<file path="src/rtl/key_loader.sv">
// key_loader: serial key loader for a logic-locked netlist.
//
// A load is requested with start (from IDLE or ERROR). KEY_W key bits are
// then shifted in MSB first on sin, qualified by sin_vld. They are followed
// by an 8-bit CRC-8 (poly 0x07, init 0x00, MSB first). If the received CRC
// matches the CRC of the key bits, the key is published and frozen until
// reset. Each mismatch increments a fail counter. When that counter reaches
// MAX_FAIL the block locks out permanently (DEAD) until reset.
//
// Ports:
//   CLK      rising-edge clock
//   RN       synchronous active-low reset
//   start    begin a load (honoured only in IDLE / ERROR)
//   sin      serial key / CRC bit, MSB first
//   sin_vld  qualifies sin
//   key      published key; zero in every state except LOCKED
//   key_ok   key loaded and CRC-verified
//   busy     load in progress (SHIFT, CRC, CHECK)
//   err      last load failed CRC, or lockout reached
module key_loader #(
  parameter int KEY_W    = 64,
  parameter int MAX_FAIL = 3
) (
  input  logic             CLK,
  input  logic             RN,
  input  logic             start,
  input  logic             sin,
  input  logic             sin_vld,
  output logic [KEY_W-1:0] key,
  output logic             key_ok,
  output logic             busy,
  output logic             err
);

  // One counter serves both the key phase (0..KEY_W-1) and the CRC phase (0..7).
  // KEY_W >= 8 keeps this counter at least 3 bits wide.
  localparam int CNT_W  = $clog2(KEY_W);
  localparam int FAIL_W = $clog2(MAX_FAIL + 1);

  typedef enum logic [2:0] {
    S_IDLE, S_SHIFT, S_CRC, S_CHECK, S_LOCKED, S_ERROR, S_DEAD
  } state_t;

  state_t             state_q,  state_d;
  logic [KEY_W-1:0]   shadow_q, shadow_d;
  logic [CNT_W-1:0]   cnt_q,    cnt_d;
  logic [7:0]         crc_q,    crc_d;
  logic [7:0]         crc_rx_q, crc_rx_d;
  logic [FAIL_W-1:0]  fail_q,   fail_d;
  logic [KEY_W-1:0]   key_q,    key_d;
  logic               key_ok_q, key_ok_d;
  logic               busy_q,   busy_d;
  logic               err_q,    err_d;

  logic [7:0]         crc_next;
  logic [FAIL_W-1:0]  fail_inc;

  // Serial CRC-8 update for one incoming bit.
  assign crc_next = {crc_q[6:0], 1'b0} ^ ((crc_q[7] ^ sin) ? 8'h07 : 8'h00);
  assign fail_inc = fail_q + FAIL_W'(1);

  always_comb begin
    state_d  = state_q;
    shadow_d = shadow_q;
    cnt_d    = cnt_q;
    crc_d    = crc_q;
    crc_rx_d = crc_rx_q;
    fail_d   = fail_q;

    case (state_q)
      S_IDLE, S_ERROR: begin
        if (start) begin
          state_d  = S_SHIFT;
          shadow_d = '0;
          cnt_d    = '0;
          crc_d    = '0;
          crc_rx_d = '0;
        end
      end
      S_SHIFT: begin
        if (sin_vld) begin
          shadow_d = {shadow_q[KEY_W-2:0], sin};
          crc_d    = crc_next;
          if (cnt_q == CNT_W'(KEY_W - 1)) begin
            cnt_d   = '0;
            state_d = S_CRC;
          end else begin
            cnt_d = cnt_q + CNT_W'(1);
          end
        end
      end
      S_CRC: begin
        if (sin_vld) begin
          crc_rx_d = {crc_rx_q[6:0], sin};
          if (cnt_q == CNT_W'(7)) begin
            cnt_d   = '0;
            state_d = S_CHECK;
          end else begin
            cnt_d = cnt_q + CNT_W'(1);
          end
        end
      end
      S_CHECK: begin
        if (crc_rx_q == crc_q) begin
          state_d = S_LOCKED;
        end else begin
          fail_d  = fail_inc;
          state_d = (fail_inc >= FAIL_W'(MAX_FAIL)) ? S_DEAD : S_ERROR;
        end
      end
      default: ; // LOCKED and DEAD are terminal until reset
    endcase
  end

  // Outputs are registered from the next state, so they line up with state_q.
  // key is captured from the shadow only on the CHECK->LOCKED edge.
  always_comb begin
    busy_d   = (state_d == S_SHIFT) || (state_d == S_CRC) || (state_d == S_CHECK);
    key_ok_d = (state_d == S_LOCKED);
    err_d    = (state_d == S_ERROR) || (state_d == S_DEAD);
    key_d    = '0;
    if (state_d == S_LOCKED)
      key_d = (state_q == S_CHECK) ? shadow_q : key_q;
  end

  always_ff @(posedge CLK) begin
    if (!RN) begin
      state_q  <= S_IDLE;
      shadow_q <= '0;
      cnt_q    <= '0;
      crc_q    <= '0;
      crc_rx_q <= '0;
      fail_q   <= '0;
      key_q    <= '0;
      key_ok_q <= 1'b0;
      busy_q   <= 1'b0;
      err_q    <= 1'b0;
    end else begin
      state_q  <= state_d;
      shadow_q <= shadow_d;
      cnt_q    <= cnt_d;
      crc_q    <= crc_d;
      crc_rx_q <= crc_rx_d;
      fail_q   <= fail_d;
      key_q    <= key_d;
      key_ok_q <= key_ok_d;
      busy_q   <= busy_d;
      err_q    <= err_d;
    end
  end

  assign key    = key_q;
  assign key_ok = key_ok_q;
  assign busy   = busy_q;
  assign err    = err_q;

endmodule
</file>
<file path="config.mk">
export PLATFORM = sky130hd
export DESIGN_NAME = key_loader
export DESIGN_NICKNAME = d
export VERILOG_FILES = /design/src/rtl/key_loader.sv
export SDC_FILE = /design/constraint.sdc
export NUM_CORES = 1
export LEC_CHECK = 0
export CORE_ASPECT_RATIO = 0.7
export CORE_MARGIN = 4
export CORE_UTILIZATION = 50
export DETAILED_ROUTE_END_ITERATION = 10
export GPL_ROUTABILITY_DRIVEN = 0
export GPL_TIMING_DRIVEN = 0
export PLACE_DENSITY = 0.73
export SYNTH_ARGS = -nofsm -noshare
export SYNTH_HDL_FRONTEND = slang
export SYNTH_SLANG_ARGS = --single-unit
</file>
<file path="constraint.sdc">
create_clock -name CLK -period 2.2 [get_ports CLK]
set_input_delay 0.33 -clock CLK [delete_from_list [all_inputs] [get_ports CLK]]
set_output_delay 0.33 -clock CLK [all_outputs]
set_load 0.02 [all_outputs]
</file>
# ---- After elaboration in Yosys (flattened, before gate mapping)
# Cells that the tools add are included.
dict set report totals {
  regBits 158
  inputBits 5
  out_inout_bits 67
  elab_cells 68
}
dict set report classes {
  n_addsub 2
  magnitude_cmp 1
  eq_ne 16
  mux 23
  bitwise_logic 3
  reduce_logical 13
}
# operator count
set op_table {}
lappend op_table {{64-bit 2-to-1 mux} 2}
lappend op_table {{64-bit one-hot mux with 2 select lines} 1}
lappend op_table {{8-bit one-hot mux with 2 select lines} 2}
lappend op_table {{6-bit 2-to-1 mux} 5}
lappend op_table {{8-bit 2-to-1 mux} 3}
lappend op_table {{3-bit 2-to-1 mux} 6}
lappend op_table {{6-bit one-hot mux with 3 select lines} 1}
lappend op_table {{3-bit by 2-bit == test with 1-bit output, second input constant} 4}
lappend op_table {{3-bit == test, second input constant} 4}
lappend op_table {{3-bit one-hot mux with 4 select lines} 1}
lappend op_table {{8-bit == test} 1}
lappend op_table {{8-bit by 3-bit XOR with 8-bit output} 1}
lappend op_table {{6-bit by 1-bit adder with 6-bit output, second input constant} 1}
lappend op_table {{3-bit by 1-bit == test with 1-bit output, second input constant} 2}
lappend op_table {{6-bit by 3-bit == test with 1-bit output, second input constant} 1}
lappend op_table {{6-bit == test, second input constant} 1}
lappend op_table {{2-bit inequality test, second input constant} 3}
lappend op_table {{3-bit AND reduction} 2}
lappend op_table {{2-bit 2-to-1 mux} 2}
lappend op_table {{2-bit AND reduction} 2}
lappend op_table {{4-bit AND reduction} 1}
lappend op_table {{2-bit nonzero test} 2}
lappend op_table {{3-bit logical NOT} 1}
lappend op_table {{1-bit logical OR} 3}
lappend op_table {{other kinds (6)} 6}

# ---- Depth between registers and ports, before layout
dict set report depth {
  depth_word 8
  mapped_depth 8
  ltp_nobuf 6
}

# ---- Worst setup path after synthesis
# OpenSTA, ideal clock, no wires.
dict set report synth_path {
  path_type {reg-to-reg}
  start {register state_q[2]}
  end {register key_q[13] (netlist: key[13])}
  setup_ps 117
  arrival_time_ps 1582
  required_time_ps 2083
  setup_slack_ps 501
  stages_incl_launch_ff 9
  n_path_buf 3
  synth_period_minus_slack_ps 1699
  path_cell_list {dfxtp_1 buf_2 nor3b_2 nand2_1 o211a_1 a31oi_1 buf_4 buf_4 nor2_1}
}
dict set report synth_between {
  elab_chain_cells 5
  word_cells_on_any_way 14
  classes_between {eq/ne (5); mux (6); reduce/logical (3)}
}
# element line_no
set synth_rtl {}
lappend synth_rtl {{from (decl)} 44} ;# state_t state_q, state_d;
lappend synth_rtl {{from (signal assigned)} 139} ;# state_q <= state_d;
lappend synth_rtl {{3-bit == test (tied with other cells)} 70} ;# case (state_q)
lappend synth_rtl {{2-bit OR reduction (tied with other cells)} 70}
lappend synth_rtl {{3-bit one-hot mux with 4 select lines} 70}
lappend synth_rtl {{3-bit == test} 122} ;# if (state_d == S_LOCKED)
lappend synth_rtl {{2-bit AND reduction (no source line)} -}
lappend synth_rtl {{to (signal assigned)} 145} ;# key_q <= key_d;
lappend synth_rtl {{to (decl)} 50} ;# logic [KEY_W-1:0] key_q, key_d;
# Several ways; a longest one is shown, not always the timed one.
# A chain may end at the register's enable or synchronous reset.

# ---- Worst setup path in the final report
dict set report layout_path {
  start {register state_q[2]}
  end {register key_q[31] (netlist: key[31])}
}
# Same word-level chain as after synthesis.

==> out/qor.yml <==
cp-endpoint: "key[31]$_SDFFE_PN0P_"
io_pins: 72
hold_buffers: 0
io_buffers: 71
reg2reg_setup_slack_ns: 0.17
drtIter0Drc: 405
cts_tree: "yes"
dieWidth_um: 138
max-slew-margin-rel_pct: 65.2
slew_violations: 0
cts.sinks: 158
status: "finished clean"
nFillCells: 927
via_count: 5231
grt_pass1_vias: 4770
syn_area_sq_mm: 0.00593
numCtsBuffers: 17
clk_latency_ns: 0.41
grt_usage_pct: 20.7
setup_ws_ns: 0.171
power.leakage_nw: 2.42
ys_warn_count: 0
grt_max_degree: 17
ys_top_cells_by_area: "dfxtp_1 (53%), a22oi_1 (8.2%), a21oi_1 (6.7%), nand3_1 (6.5%), nor2_1 (5.3%)"
synthTopCellsByCount: "dfxtp_1 (158), nor2_1 (84), nand2_1 (82)"
maxCapViolCount: 0
die_h_um: 99.2
yosysMostFrequentCell: "dfxtp_1"
start_util_pct: 52.6
tightest_slew_ns: 0.522
ant_nets: 0
worstSetupStartpointType: "flip-flop"
core_area_sq_mm: 0.0113
netlist_instances: 681
die_area_sq_mm: 0.0137
critPathMaxStageDelay_ns: 0.32
crit_buf_inv: 3
async_flop_share_pct: 0
finalWirelength_mm: 14.4
synth-edff-count: 0
path_class: "flip-flop to flip-flop"
r2r_start: "state_q[2]$_SDFF_PN0_"
cts_root_buf: "clkbuf_16"
firstDrtPassIters: 5
synthFlopType: "dfxtp_1"
fin_setup_tns_ns: 0
reg2reg_depth: 8
path_delay_family: "buffers and inverters"
ys_seq_elements: 158
hold_path_class: "flip-flop to flip-flop"
fin_util_pct: 66.1
htree_levels: 4
fin_nets: 778
synth_top_area_share_pct: 53.3
rows: 32
antenna_cells: 0
path_clk_slew_ns: 0.06
grt_first_pass_wirelength_mm: 23.5
ir_drop_uv: 601
clockBufferDepth: 2
cp.required_ns: 2.50
hold_viol: 0
drive_gt1_share_pct: 8.31
critPathMostFrequentCell: "buf_4"
startpoint: "state_q[2]$_SDFF_PN0_"
critPathSlowestCell: "dfxtp_1"
timing.rr.end: "key[31]$_SDFFE_PN0P_"
pre_cts_ws_ns: -0.303
dp.cells: 905
routedWlPerCell_um: 15.4
yosysTopAreaCell: "dfxtp_1"
power_per_cell_area_mw_per_mm2: 841
antenna_found_initial: 0
grt_overflow: 0
critPathCaptureType: "flip-flop"
crit_chain: "buf_2, nor3b_2, nand2_1, o211a_1, a31oi_1, buf_4, buf_4, nor2_1"
max_clock_freq_mhz: 493
yosysUniqueCellTypes: 45
worstPathArrival_ns: 2.33
synth.avg_cell_area_sq_um: 8.71
setup_violations: 0
syn_nets: 688
viasPerCell: 5.59
fin_cells: 935
crit_path_max_fanout: 10
synth-seq-area-share_pct: 53.3
period_needed_ns: 2.03
post-dp-hpwl_mm: 9.82
area.growth.synth_to_final_pct: 25.7
path_depth: 8
cts_resized: 0
drt_drc_violations_left: 0
finalClockSkew_ns: 0.00803
postCtsSetupRepairBufs: 0
period_share_pct: 92.2
-- sequential cells by signal, summed over array words and instances, names as in the netlist --
| signal | cells |
|---|---|
| busy | 1 |
| cnt_q | 6 |
| crc_q | 8 |
| crc_rx_q | 8 |
| err | 1 |
| fail_q | 2 |
| key | 64 |
| key_ok | 1 |
| shadow_q | 64 |
| state_q | 3 |
-- placed cells by master (no fill, tap or decap), types with 2 or more instances in the layout --
cell             count
dfxtp_1            158
nor2_1              83
nand2_1             82
a21oi_1             79
nand3_1             77
clkdlybuf4s50_1     71
a22oi_1             64
clkbuf_1            33
clkbuf_16           17
buf_4               14
xnor2_1             12
and2_1               9
buf_2                8
mux2i_1              8
o21ai_0              6
bufinv_16            4
clkbuf_2             3
and3_1               3
clkinv_4             3
clkinv_2             3
inv_1                2
nor3b_2              2
nand2b_1             2
o21bai_1             2
nand4_1              2
nor2_2               2
o21a_1               2
o21ai_1              2
a31oi_1              2
buf_1                2
a211oi_1             2
ha_1                 2
-- layout make-up --
type | instances | area, sq um | share of cell area, %
Clock buffer | 19 | 433 | 5.80
Sequential cell | 158 | 3160 | 42.4
Clock inverter | 11 | 169 | 2.26
Inverter | 3 | 11.3 | 0.151
Buffer | 58 | 284 | 3.81
Multi-Input combinational cell | 462 | 2500 | 33.5
Tap cell | 153 | 191 | 2.57
Timing Repair Buffer | 71 | 711 | 9.53
-- cells by family after synthesis --
family                   count (synthesis)  synth area share, %
adder cells (fa/ha/maj)                  2                0.422
flip-flops                             158                 53.3
AO/OA/AOI/OAI                          168                 17.7
XOR/XNOR                                13                 1.92
AND/OR/NAND/NOR                        270                 20.2
buffers and inverters                   61                 4.91
multiplexers                             9                 1.54
-- power by group --
| group | total (W) | switching, W | internal [W] |
|---|---|---|---|
| sequential | 0.00288 | 0.00000802 | 0.00287 |
| combinational | 0.000377 | 0.000276 | 0.000102 |
| clock | 0.00302 | 0.00113 | 0.00188 |
-- per-stage QoR --
step / cell area (sq um) / power (W) / hold slack, ns
6_report: 7460 / 0.00627 / 0.456
5_1_grt: 7460 / 0.00647 / 0.484
4_1_cts: 7440 / 0.00629 / 0.455
3_5_place_dp: 6840 / 0.00330 / 0.449
3_3_place_gp: 6840 / 0.00329 / 0.439
2_1_floorplan: 5930 / 0.00320 / 0.432
-- worst register-to-register path, stage by stage (launching register included) --
cell     delay [ns]
dfxtp_1        0.32
buf_2          0.19
nor3b_2        0.29
nand2_1        0.11
o211a_1        0.28
a31oi_1        0.21
buf_4          0.24
buf_4          0.21
nor2_1         0.07
-- worst min-delay path by stage --
stage,cells past startpoint,from,to
floorplan,2,shadow_q[63]$_SDFFE_PN0P_,shadow_q[63]$_SDFFE_PN0P_
global placement,2,shadow_q[63]$_SDFFE_PN0P_,shadow_q[63]$_SDFFE_PN0P_
detailed placement,2,shadow_q[63]$_SDFFE_PN0P_,shadow_q[63]$_SDFFE_PN0P_
CTS,2,shadow_q[63]$_SDFFE_PN0P_,shadow_q[63]$_SDFFE_PN0P_
global route,2,shadow_q[63]$_SDFFE_PN0P_,shadow_q[63]$_SDFFE_PN0P_
finish,2,shadow_q[63]$_SDFFE_PN0P_,shadow_q[63]$_SDFFE_PN0P_
-- layer usage --
layer  routed length (um)  up-vias  GRT usage [%]
li1                     -     2557              -
met5                    0        -              0
met3                  950       17           5.81
met1                 6820     2481           29.0
met2                 6480      176           31.4
met4                  150        0           6.30
(Power assumes the default switching activity.)
